**src/rtl/imem_line_responder_pkg.sv**
```systemverilog
// Shared types and constants for the imem line responder.
// The line buffer's tag/HIT path is built only with IMEM_LINE_BUF_EN defined.
package imem_resp_pkg;

    localparam int unsigned LINE_BEATS_DEF = 4;
    localparam int unsigned BEAT_W_DEF     = 64;
    localparam int unsigned LINE_BYTES     = LINE_BEATS_DEF * BEAT_W_DEF / 8;
    localparam int unsigned OFFSET_W       = $clog2(LINE_BYTES);

    typedef logic [LINE_BEATS_DEF-1:0][BEAT_W_DEF-1:0] line_t;

    typedef enum logic [2:0] {
        ST_IDLE = 3'd0,
        ST_HIT  = 3'd1,
        ST_REQ  = 3'd2,
        ST_FILL = 3'd3,
        ST_RESP = 3'd4
    } state_t;

    // Byte-offset width of a line for a given beat count and beat width.
    function automatic int unsigned off_w(input int unsigned beats, input int unsigned beat_w);
        return $clog2(beats * beat_w / 8);
    endfunction

endpackage

```
**src/rtl/imem_line_responder_if.sv**
```systemverilog
// Fetch-side imem request bus plus backing-memory burst port.
// slave = the responder, master = fetch unit / bmem side.
interface imem_line_responder_if #(
    parameter int unsigned BEAT_W = 64
) ();
    logic [31:0]       imem_addr;
    logic [3:0]        imem_rmask;
    logic              imem_rqst;
    logic              imem_flush;
    logic              imem_ready;
    logic              imem_resp;
    logic [31:0]       imem_rdata;
    logic [31:0]       bmem_addr;
    logic              bmem_read;
    logic              bmem_ready;
    logic [BEAT_W-1:0] bmem_rdata;
    logic              bmem_rvalid;

    modport slave (
        input  imem_addr, imem_rmask, imem_rqst, imem_flush,
        output imem_ready, imem_resp, imem_rdata,
        output bmem_addr, bmem_read,
        input  bmem_ready, bmem_rdata, bmem_rvalid
    );

    modport master (
        output imem_addr, imem_rmask, imem_rqst, imem_flush,
        input  imem_ready, imem_resp, imem_rdata,
        input  bmem_addr, bmem_read,
        output bmem_ready, bmem_rdata, bmem_rvalid
    );
endinterface

```
**src/rtl/imem_line_buf.sv**
```systemverilog
// Single cache-line store: beat write port, 32-bit word read mux, and
// (with IMEM_LINE_BUF_EN) the tag/valid pair used for hit detection.
module imem_line_buf
    import imem_resp_pkg::*;
#(
    parameter int unsigned LINE_BEATS = 4,
    parameter int unsigned BEAT_W     = 64
) (
    input  logic                                               clk,
    input  logic                                               rst_n,
    input  logic                                               wr_en_i,
    input  logic [$clog2(LINE_BEATS)-1:0]                      wr_idx_i,
    input  logic [BEAT_W-1:0]                                  wr_data_i,
`ifdef IMEM_LINE_BUF_EN
    input  logic                                               install_i,
    input  logic [31:off_w(LINE_BEATS, BEAT_W)]                install_tag_i,
    input  logic [31:off_w(LINE_BEATS, BEAT_W)]                lookup_tag_i,
`endif
    input  logic [off_w(LINE_BEATS, BEAT_W)-1:2]               rd_word_i,
    output logic                                               hit_o,
    output logic [31:0]                                        rd_data_o
);

    localparam int unsigned OFF_W = off_w(LINE_BEATS, BEAT_W);

    logic [LINE_BEATS-1:0][BEAT_W-1:0] line_q;
    logic [LINE_BEATS*BEAT_W-1:0]      line_flat;

    always_ff @(posedge clk or negedge rst_n) begin
        if (!rst_n) begin
            line_q <= '0;
        end else if (wr_en_i) begin
            line_q[wr_idx_i] <= wr_data_i;
        end
    end

    assign line_flat = line_q;
    assign rd_data_o = line_flat[32*rd_word_i +: 32];

`ifdef IMEM_LINE_BUF_EN
    logic             valid_q;
    logic [31:OFF_W]  tag_q;

    always_ff @(posedge clk or negedge rst_n) begin
        if (!rst_n) begin
            valid_q <= 1'b0;
            tag_q   <= '0;
        end else if (install_i) begin
            valid_q <= 1'b1;
            tag_q   <= install_tag_i;
        end
    end

    assign hit_o = valid_q && (tag_q == lookup_tag_i);
`else
    // Without the buffer feature the line only carries the pending response.
    assign hit_o = 1'b0;
`endif

endmodule

```
**src/rtl/imem_line_responder.sv**
```systemverilog
// Instruction-memory responder: serves word reads from one buffered line,
// refilling it with a bmem burst on a miss. Tag reuse needs IMEM_LINE_BUF_EN.
module imem_line_responder
    import imem_resp_pkg::*;
#(
    parameter int unsigned LINE_BEATS = 4,
    parameter int unsigned BEAT_W     = 64
) (
    input  logic                  clk,
    input  logic                  rst_n,
    imem_line_responder_if.slave  bus
);

    localparam int unsigned OFF_W = off_w(LINE_BEATS, BEAT_W);
    localparam int unsigned CNT_W = $clog2(LINE_BEATS);
    localparam logic [CNT_W-1:0] LAST_BEAT = CNT_W'(LINE_BEATS - 1);

    state_t             state_q, state_d;
    logic [31:2]        addr_q, addr_d;
    logic [31:0]        bmem_addr_q, bmem_addr_d;
    logic [CNT_W-1:0]   cnt_q, cnt_d;
    logic               drop_q, drop_d;
    logic [31:0]        rdata_q, rdata_d;

    logic               accept;
    logic               hit;
    logic               beat_we;
    logic               resp;
    logic [31:0]        word;
`ifdef IMEM_LINE_BUF_EN
    logic               install;
`endif

    imem_line_buf #(
        .LINE_BEATS (LINE_BEATS),
        .BEAT_W     (BEAT_W)
    ) u_buf (
        .clk           (clk),
        .rst_n         (rst_n),
        .wr_en_i       (beat_we),
        .wr_idx_i      (cnt_q),
        .wr_data_i     (bus.bmem_rdata),
`ifdef IMEM_LINE_BUF_EN
        .install_i     (install),
        .install_tag_i (addr_q[31:OFF_W]),
        .lookup_tag_i  (bus.imem_addr[31:OFF_W]),
`endif
        .rd_word_i     (addr_q[OFF_W-1:2]),
        .hit_o         (hit),
        .rd_data_o     (word)
    );

    assign accept = bus.imem_rqst && (|bus.imem_rmask) && !bus.imem_flush;

    always_comb begin
        state_d     = state_q;
        addr_d      = addr_q;
        bmem_addr_d = bmem_addr_q;
        cnt_d       = cnt_q;
        drop_d      = drop_q;
        rdata_d     = rdata_q;
        beat_we     = 1'b0;
        resp        = 1'b0;
`ifdef IMEM_LINE_BUF_EN
        install     = 1'b0;
`endif
        case (state_q)
            ST_IDLE: begin
                if (accept) begin
                    addr_d = bus.imem_addr[31:2];
                    if (hit) begin
                        state_d = ST_HIT;
                    end else begin
                        bmem_addr_d = {bus.imem_addr[31:OFF_W], {OFF_W{1'b0}}};
                        state_d     = ST_REQ;
                    end
                end
            end
            ST_HIT: begin
                // A flush here both suppresses and consumes the drop, so the flag never leaks.
                resp    = !bus.imem_flush;
                drop_d  = 1'b0;
                state_d = ST_IDLE;
            end
            ST_REQ: begin
                if (bus.imem_flush) drop_d = 1'b1;
                if (bus.bmem_ready) begin
                    cnt_d   = '0;
                    state_d = ST_FILL;
                end
            end
            ST_FILL: begin
                if (bus.imem_flush) drop_d = 1'b1;
                if (bus.bmem_rvalid) begin
                    beat_we = 1'b1;
                    if (cnt_q == LAST_BEAT) begin
`ifdef IMEM_LINE_BUF_EN
                        install = 1'b1;
`endif
                        state_d = ST_RESP;
                    end else begin
                        cnt_d = cnt_q + CNT_W'(1);
                    end
                end
            end
            ST_RESP: begin
                resp    = !drop_q && !bus.imem_flush;
                drop_d  = 1'b0;
                state_d = ST_IDLE;
            end
            default: state_d = ST_IDLE;
        endcase
        if (resp) rdata_d = word;
    end

    always_ff @(posedge clk or negedge rst_n) begin
        if (!rst_n) begin
            state_q     <= ST_IDLE;
            addr_q      <= '0;
            bmem_addr_q <= '0;
            cnt_q       <= '0;
            drop_q      <= 1'b0;
            rdata_q     <= '0;
        end else begin
            state_q     <= state_d;
            addr_q      <= addr_d;
            bmem_addr_q <= bmem_addr_d;
            cnt_q       <= cnt_d;
            drop_q      <= drop_d;
            rdata_q     <= rdata_d;
        end
    end

    assign bus.imem_ready = (state_q == ST_IDLE);
    assign bus.imem_resp  = resp;
    assign bus.imem_rdata = resp ? word : rdata_q;
    assign bus.bmem_read  = (state_q == ST_REQ);
    assign bus.bmem_addr  = bmem_addr_q;

endmodule

```
**src/flat_wrapper.sv**
```systemverilog
// flat-port wrapper written by rule: the top's interface ports become plain ports
module imem_line_responder_flat import imem_resp_pkg::*;
#(
    parameter int unsigned LINE_BEATS = 4,
    parameter int unsigned BEAT_W     = 64
)
  (clk, rst_n, bus_imem_addr, bus_imem_rmask, bus_imem_rqst, bus_imem_flush, bus_imem_ready, bus_imem_resp, bus_imem_rdata, bus_bmem_addr, bus_bmem_read, bus_bmem_ready, bus_bmem_rdata, bus_bmem_rvalid);
  imem_line_responder_if #(.BEAT_W(BEAT_W)) bus_i ();
  input  logic clk;
  input  logic rst_n;
  input wire logic [$bits(bus_i.imem_addr)-1:0] bus_imem_addr;
  input wire logic [$bits(bus_i.imem_rmask)-1:0] bus_imem_rmask;
  input wire logic [$bits(bus_i.imem_rqst)-1:0] bus_imem_rqst;
  input wire logic [$bits(bus_i.imem_flush)-1:0] bus_imem_flush;
  output wire logic [$bits(bus_i.imem_ready)-1:0] bus_imem_ready;
  output wire logic [$bits(bus_i.imem_resp)-1:0] bus_imem_resp;
  output wire logic [$bits(bus_i.imem_rdata)-1:0] bus_imem_rdata;
  output wire logic [$bits(bus_i.bmem_addr)-1:0] bus_bmem_addr;
  output wire logic [$bits(bus_i.bmem_read)-1:0] bus_bmem_read;
  input wire logic [$bits(bus_i.bmem_ready)-1:0] bus_bmem_ready;
  input wire logic [$bits(bus_i.bmem_rdata)-1:0] bus_bmem_rdata;
  input wire logic [$bits(bus_i.bmem_rvalid)-1:0] bus_bmem_rvalid;
  assign bus_i.imem_addr = bus_imem_addr;
  assign bus_i.imem_rmask = bus_imem_rmask;
  assign bus_i.imem_rqst = bus_imem_rqst;
  assign bus_i.imem_flush = bus_imem_flush;
  assign bus_imem_ready = bus_i.imem_ready;
  assign bus_imem_resp = bus_i.imem_resp;
  assign bus_imem_rdata = bus_i.imem_rdata;
  assign bus_bmem_addr = bus_i.bmem_addr;
  assign bus_bmem_read = bus_i.bmem_read;
  assign bus_i.bmem_ready = bus_bmem_ready;
  assign bus_i.bmem_rdata = bus_bmem_rdata;
  assign bus_i.bmem_rvalid = bus_bmem_rvalid;
  imem_line_responder #(.LINE_BEATS(LINE_BEATS), .BEAT_W(BEAT_W)) u_core (.clk(clk), .rst_n(rst_n), .bus(bus_i));
endmodule
```
**config.mk**
```make
export PLATFORM = sky130hd
export DESIGN_NAME = imem_line_responder_flat
export DESIGN_NICKNAME = d
export VERILOG_FILES = /design/src/rtl/imem_line_responder_pkg.sv /design/src/rtl/imem_line_responder_if.sv /design/src/rtl/imem_line_buf.sv /design/src/rtl/imem_line_responder.sv /design/src/flat_wrapper.sv
export SDC_FILE = /design/constraint.sdc
export NUM_CORES = 1
export LEC_CHECK = 0
export CAP_MARGIN = 0
export CORE_ASPECT_RATIO = 1.1
export CORE_MARGIN = 2
export CORE_UTILIZATION = 60
export CTS_CLUSTER_DIAMETER = 60
export DETAILED_ROUTE_END_ITERATION = 12
export PLACE_DENSITY = 0.87
export RECOVER_POWER = 100
export SKIP_CTS_REPAIR_TIMING = 1
export SLEW_MARGIN = 25
export SYNTH_ARGS = -nofsm -noshare
export SYNTH_HDL_FRONTEND = slang
export SYNTH_SLANG_ARGS = --single-unit
```
**constraint.sdc**
```tcl
create_clock -name clk -period 3.4 [get_ports clk]
set_input_delay 0.34 -clock clk [delete_from_list [all_inputs] [get_ports clk]]
set_output_delay 0.34 -clock clk [all_outputs]
set_load 0.01 [all_outputs]
```
==> qor.yml <==
grt_util_overall_pct: 24.9
run_status: "complete, but fails checks"
hold_path.class: "input port to flop"
remaining_drc_errors: 0
synth.top_cells.by_area: "sky130_fd_sc_hd__dfrtp_1, sky130_fd_sc_hd__mux2_2, sky130_fd_sc_hd__mux2i_1, sky130_fd_sc_hd__o221ai_1, sky130_fd_sc_hd__buf_2"
yosys_warnings: 0
layout.cells.non_filler: 1469
yosysMostFrequentCell: "sky130_fd_sc_hd__mux2_2"
timing.hold.ws_ns: 0.449
synth_top_area_share_pct: 57.4
synth_top_cell_by_area: "sky130_fd_sc_hd__dfrtp_1"
critical_path_arrival_ns: 2.91
pwr-share-clk_pct: 21.8
via_per_inst: 5.89
fin_crit_ns: 3.25
synth_seq_area_share_pct: 57.4
area_inside_the_core_boundary_um2: 23000
worst_setup_sp: "u_core.addr_q[4]"
htreeDepth: 2
final_util_pct: 74.5
netlist_instances: 979
detail_route.wl_per_cell_um: 20.5
rsz0062_at_grt: "no"
drive_above_1_share_pct: 36.8
critical_path.endpoint_type: "primary output"
critPathMaxFanout: 10
via_count: 8648
clkLatencyLatePin_ns: 0.50
async_flop_share_pct: 100
die-area_um2: 24800
final_slew_viol_count: 200
worstRegToRegCells: 5
cts.root.buffer_cell: "sky130_fd_sc_hd__clkbuf_16"
synth.lib_cells_used.distinct: 34
violated_checks: "capacitance limit, slew limit"
critical_path.cell_chain: "nand2_1 > buf_4 > o22ai_1 > a221o_1 > o21ai_0 > clkdlybuf4s50_1"
power_frac_comb_pct: 37.9
drt_pass1_iterations: 5
p_leak_uw: 0.00768
gp_routability_congestion: 0.752
first_iter_violations: 389
postSynthRegisterBits: 324
postRouteWirelength_um: 30100
die_height_um: 165
critical_path.slowest_cell: "sky130_fd_sc_hd__clkdlybuf4s50_1"
syn_area_um2: 14100
max_slew_headroom_at_the_worst_pin_pct: -35.2
switching_part_of_the_total_power_pct: 31.1
placedCellCount: 1406
intPower_uw: 11400
grt_total_ovfl: 0
final.fill_count: 1401
startpoint_of_the_worst_hold_path: "bus_imem_addr[7]"
fp-row-count: 58
cp_startpoint_kind: "flop"
hold_depth: 2
max_clock_freq_ghz: 0.308
via_count_of_the_first_global_routing_pass: 9512
timing.final.setup_violations: 0
grt_first_pass_wirelength_um: 48600
p_sw_uw: 5150
critPathKind: "flop to primary output"
tritoncts: "built"
sequentialPowerShare_pct: 40.3
hpwlAfterDp_um: 18700
crit_required_ns: 3.06
synth_area_per_cell_um2: 14.4
numPortBuffers: 165
power_per_cell_area_nw_per_um2: 967
initial_antenna_violation_count: 1
vdd_ir_drop_max_v: 0.000752
synth_ff_type: "sky130_fd_sc_hd__dfrtp_1"
cts-buffers-inserted: 35
synth-edff-count: 0
initial_utilization_pct: 61.4
tritoncts_num_sinks: 324
placement.cell_area_um2: 16100
fin_tns_setup_ns: 0
detail-route-antenna-nets: 0
crit-reg2reg-launch: "u_core.state_q[2]"
synthToLayoutAreaGrowth_pct: 21.4
design.final.nets: 1254
fp.dieW_um: 150
clockBufferDepth: 3
tightest_pin_transition_ns: 2.03
worst_clock_skew_ns: 0.0198
final_hold_viol_count: 0
drv_cap: 4
ios: 173
synth_commonest_cells: "sky130_fd_sc_hd__mux2_2, sky130_fd_sc_hd__dfrtp_1, sky130_fd_sc_hd__mux2i_1, sky130_fd_sc_hd__buf_2, sky130_fd_sc_hd__nand2_1"
design_area_um2: 17100
grt_start_max_net_pins: 84
clk_pin_slew_worst_paths_ns: 0.06
finalCritPeriodShare_pct: 95.6
worst_path_largest_cell_delay_ns: 0.62
critical path: cells and delay by family (launching register included):
kind | cells | cell delay (ns)
buffers and inverters | 2 | 0.90
AND/OR/NAND/NOR | 1 | 0.44
AO/OA/AOI/OAI | 3 | 0.65
flip-flops | 1 | 0.43
path summary, 6_finish.rpt:
| check | endpoint | slack [ns] |
|---|---|---|
| max | bus_imem_rdata[26] | 0.15 |
| min | u_core.bus.bmem_addr[7] | 0.45 |
| max reg2reg | u_core.u_buf.line_flat[85] | 0.26 |
| min reg2reg | u_core.rdata_q[20] | 0.49 |
| max in group asynchronous | u_core.u_buf.line_flat[181] | 0.67 |
| min in group asynchronous | u_core.bus.bmem_addr[13] | 0.98 |
layout by cell type, fill, tap and decap left out, types with 5 or more instances in the layout:
master | netlist | final
sky130_fd_sc_hd__a221o_1 | 7 | 7
sky130_fd_sc_hd__nand2b_1 | 5 | 5
sky130_fd_sc_hd__conb_1 | 1 | 5
sky130_fd_sc_hd__nand2_1 | 36 | 36
sky130_fd_sc_hd__clkbuf_1 | 15 | 13
sky130_fd_sc_hd__buf_4 | 5 | 12
sky130_fd_sc_hd__mux2_2 | 349 | 349
sky130_fd_sc_hd__clkinv_2 | 0 | 7
sky130_fd_sc_hd__dlygate4sd3_1 | 0 | 46
sky130_fd_sc_hd__clkdlybuf4s50_1 | 0 | 119
sky130_fd_sc_hd__a22oi_1 | 25 | 25
sky130_fd_sc_hd__dfrtp_1 | 324 | 323
sky130_fd_sc_hd__o22ai_1 | 7 | 7
sky130_fd_sc_hd__mux2i_1 | 64 | 64
sky130_fd_sc_hd__o221ai_1 | 25 | 25
sky130_fd_sc_hd__clkbuf_16 | 0 | 37
sky130_fd_sc_hd__o21ai_1 | 32 | 7
sky130_fd_sc_hd__buf_12 | 0 | 5
sky130_fd_sc_hd__clkbuf_2 | 0 | 7
sky130_fd_sc_hd__o21ai_0 | 3 | 28
registers in the layout, summed over array words and instances (netlist names):
name                    count
u_core.addr_q               3
u_core.rdata_q             32
u_core.u_buf.line_flat    256
u_core.drop_q               1
u_core.bus.bmem_addr       27
u_core.cnt_q                2
u_core.state_q              3
stage by stage:
step	setup slack [ns]	power, uW
finish	0.148	16600
global route	0.0331	17500
CTS	0.189	16900
detailed placement	0.744	13100
global placement	0.823	12700
floorplan	1.48	10900
layout make-up:
class,count,area [um2],share of cell area [%]
Clock buffer,51,1020,5.94
Sequential cell,324,8110,47.3
Tap cell,300,375,2.19
Timing Repair Buffer,192,1890,11.0
Clock inverter,9,73.8,0.430
Antenna cell,2,5.00,0.0292
Multi-Input combinational cell,587,5660,33.0
Inverter,4,15.0,0.0876
cell families (layout without fill, tap and decap cells):
family | count (synthesis) | in the layout | share of synthesized area [%]
other | 1 | 7 | 0.0265
multiplexers | 414 | 414 | 32.4
buffers and inverters | 72 | 256 | 2.66
AND/OR/NAND/NOR | 62 | 62 | 2.08
AO/OA/AOI/OAI | 102 | 102 | 5.08
adder cells (fa/ha/maj) | 4 | 4 | 0.354
flip-flops | 324 | 324 | 57.4
routing by layer:
metal	part of all wire (%)	global-route usage [%]	up-vias
met5	0	0	-
met4	1.8	6.99	0
met3	5.2	5.11	49
met2	51	42.9	226
met1	42	32.0	4467
li1	-	-	3906
power groups by stage:
stage                     clock [uW]  combinational, uW  sequential (uW)
after floorplan                    0               4400             6450
after global placement             0               6200             6550
after detailed placement           0               6420             6700
after CTS                       3690               6500             6670
after global routing            3840               6800             6870
final                           3610               6290             6680
Note: power is estimated with default switching activity, not from simulation.
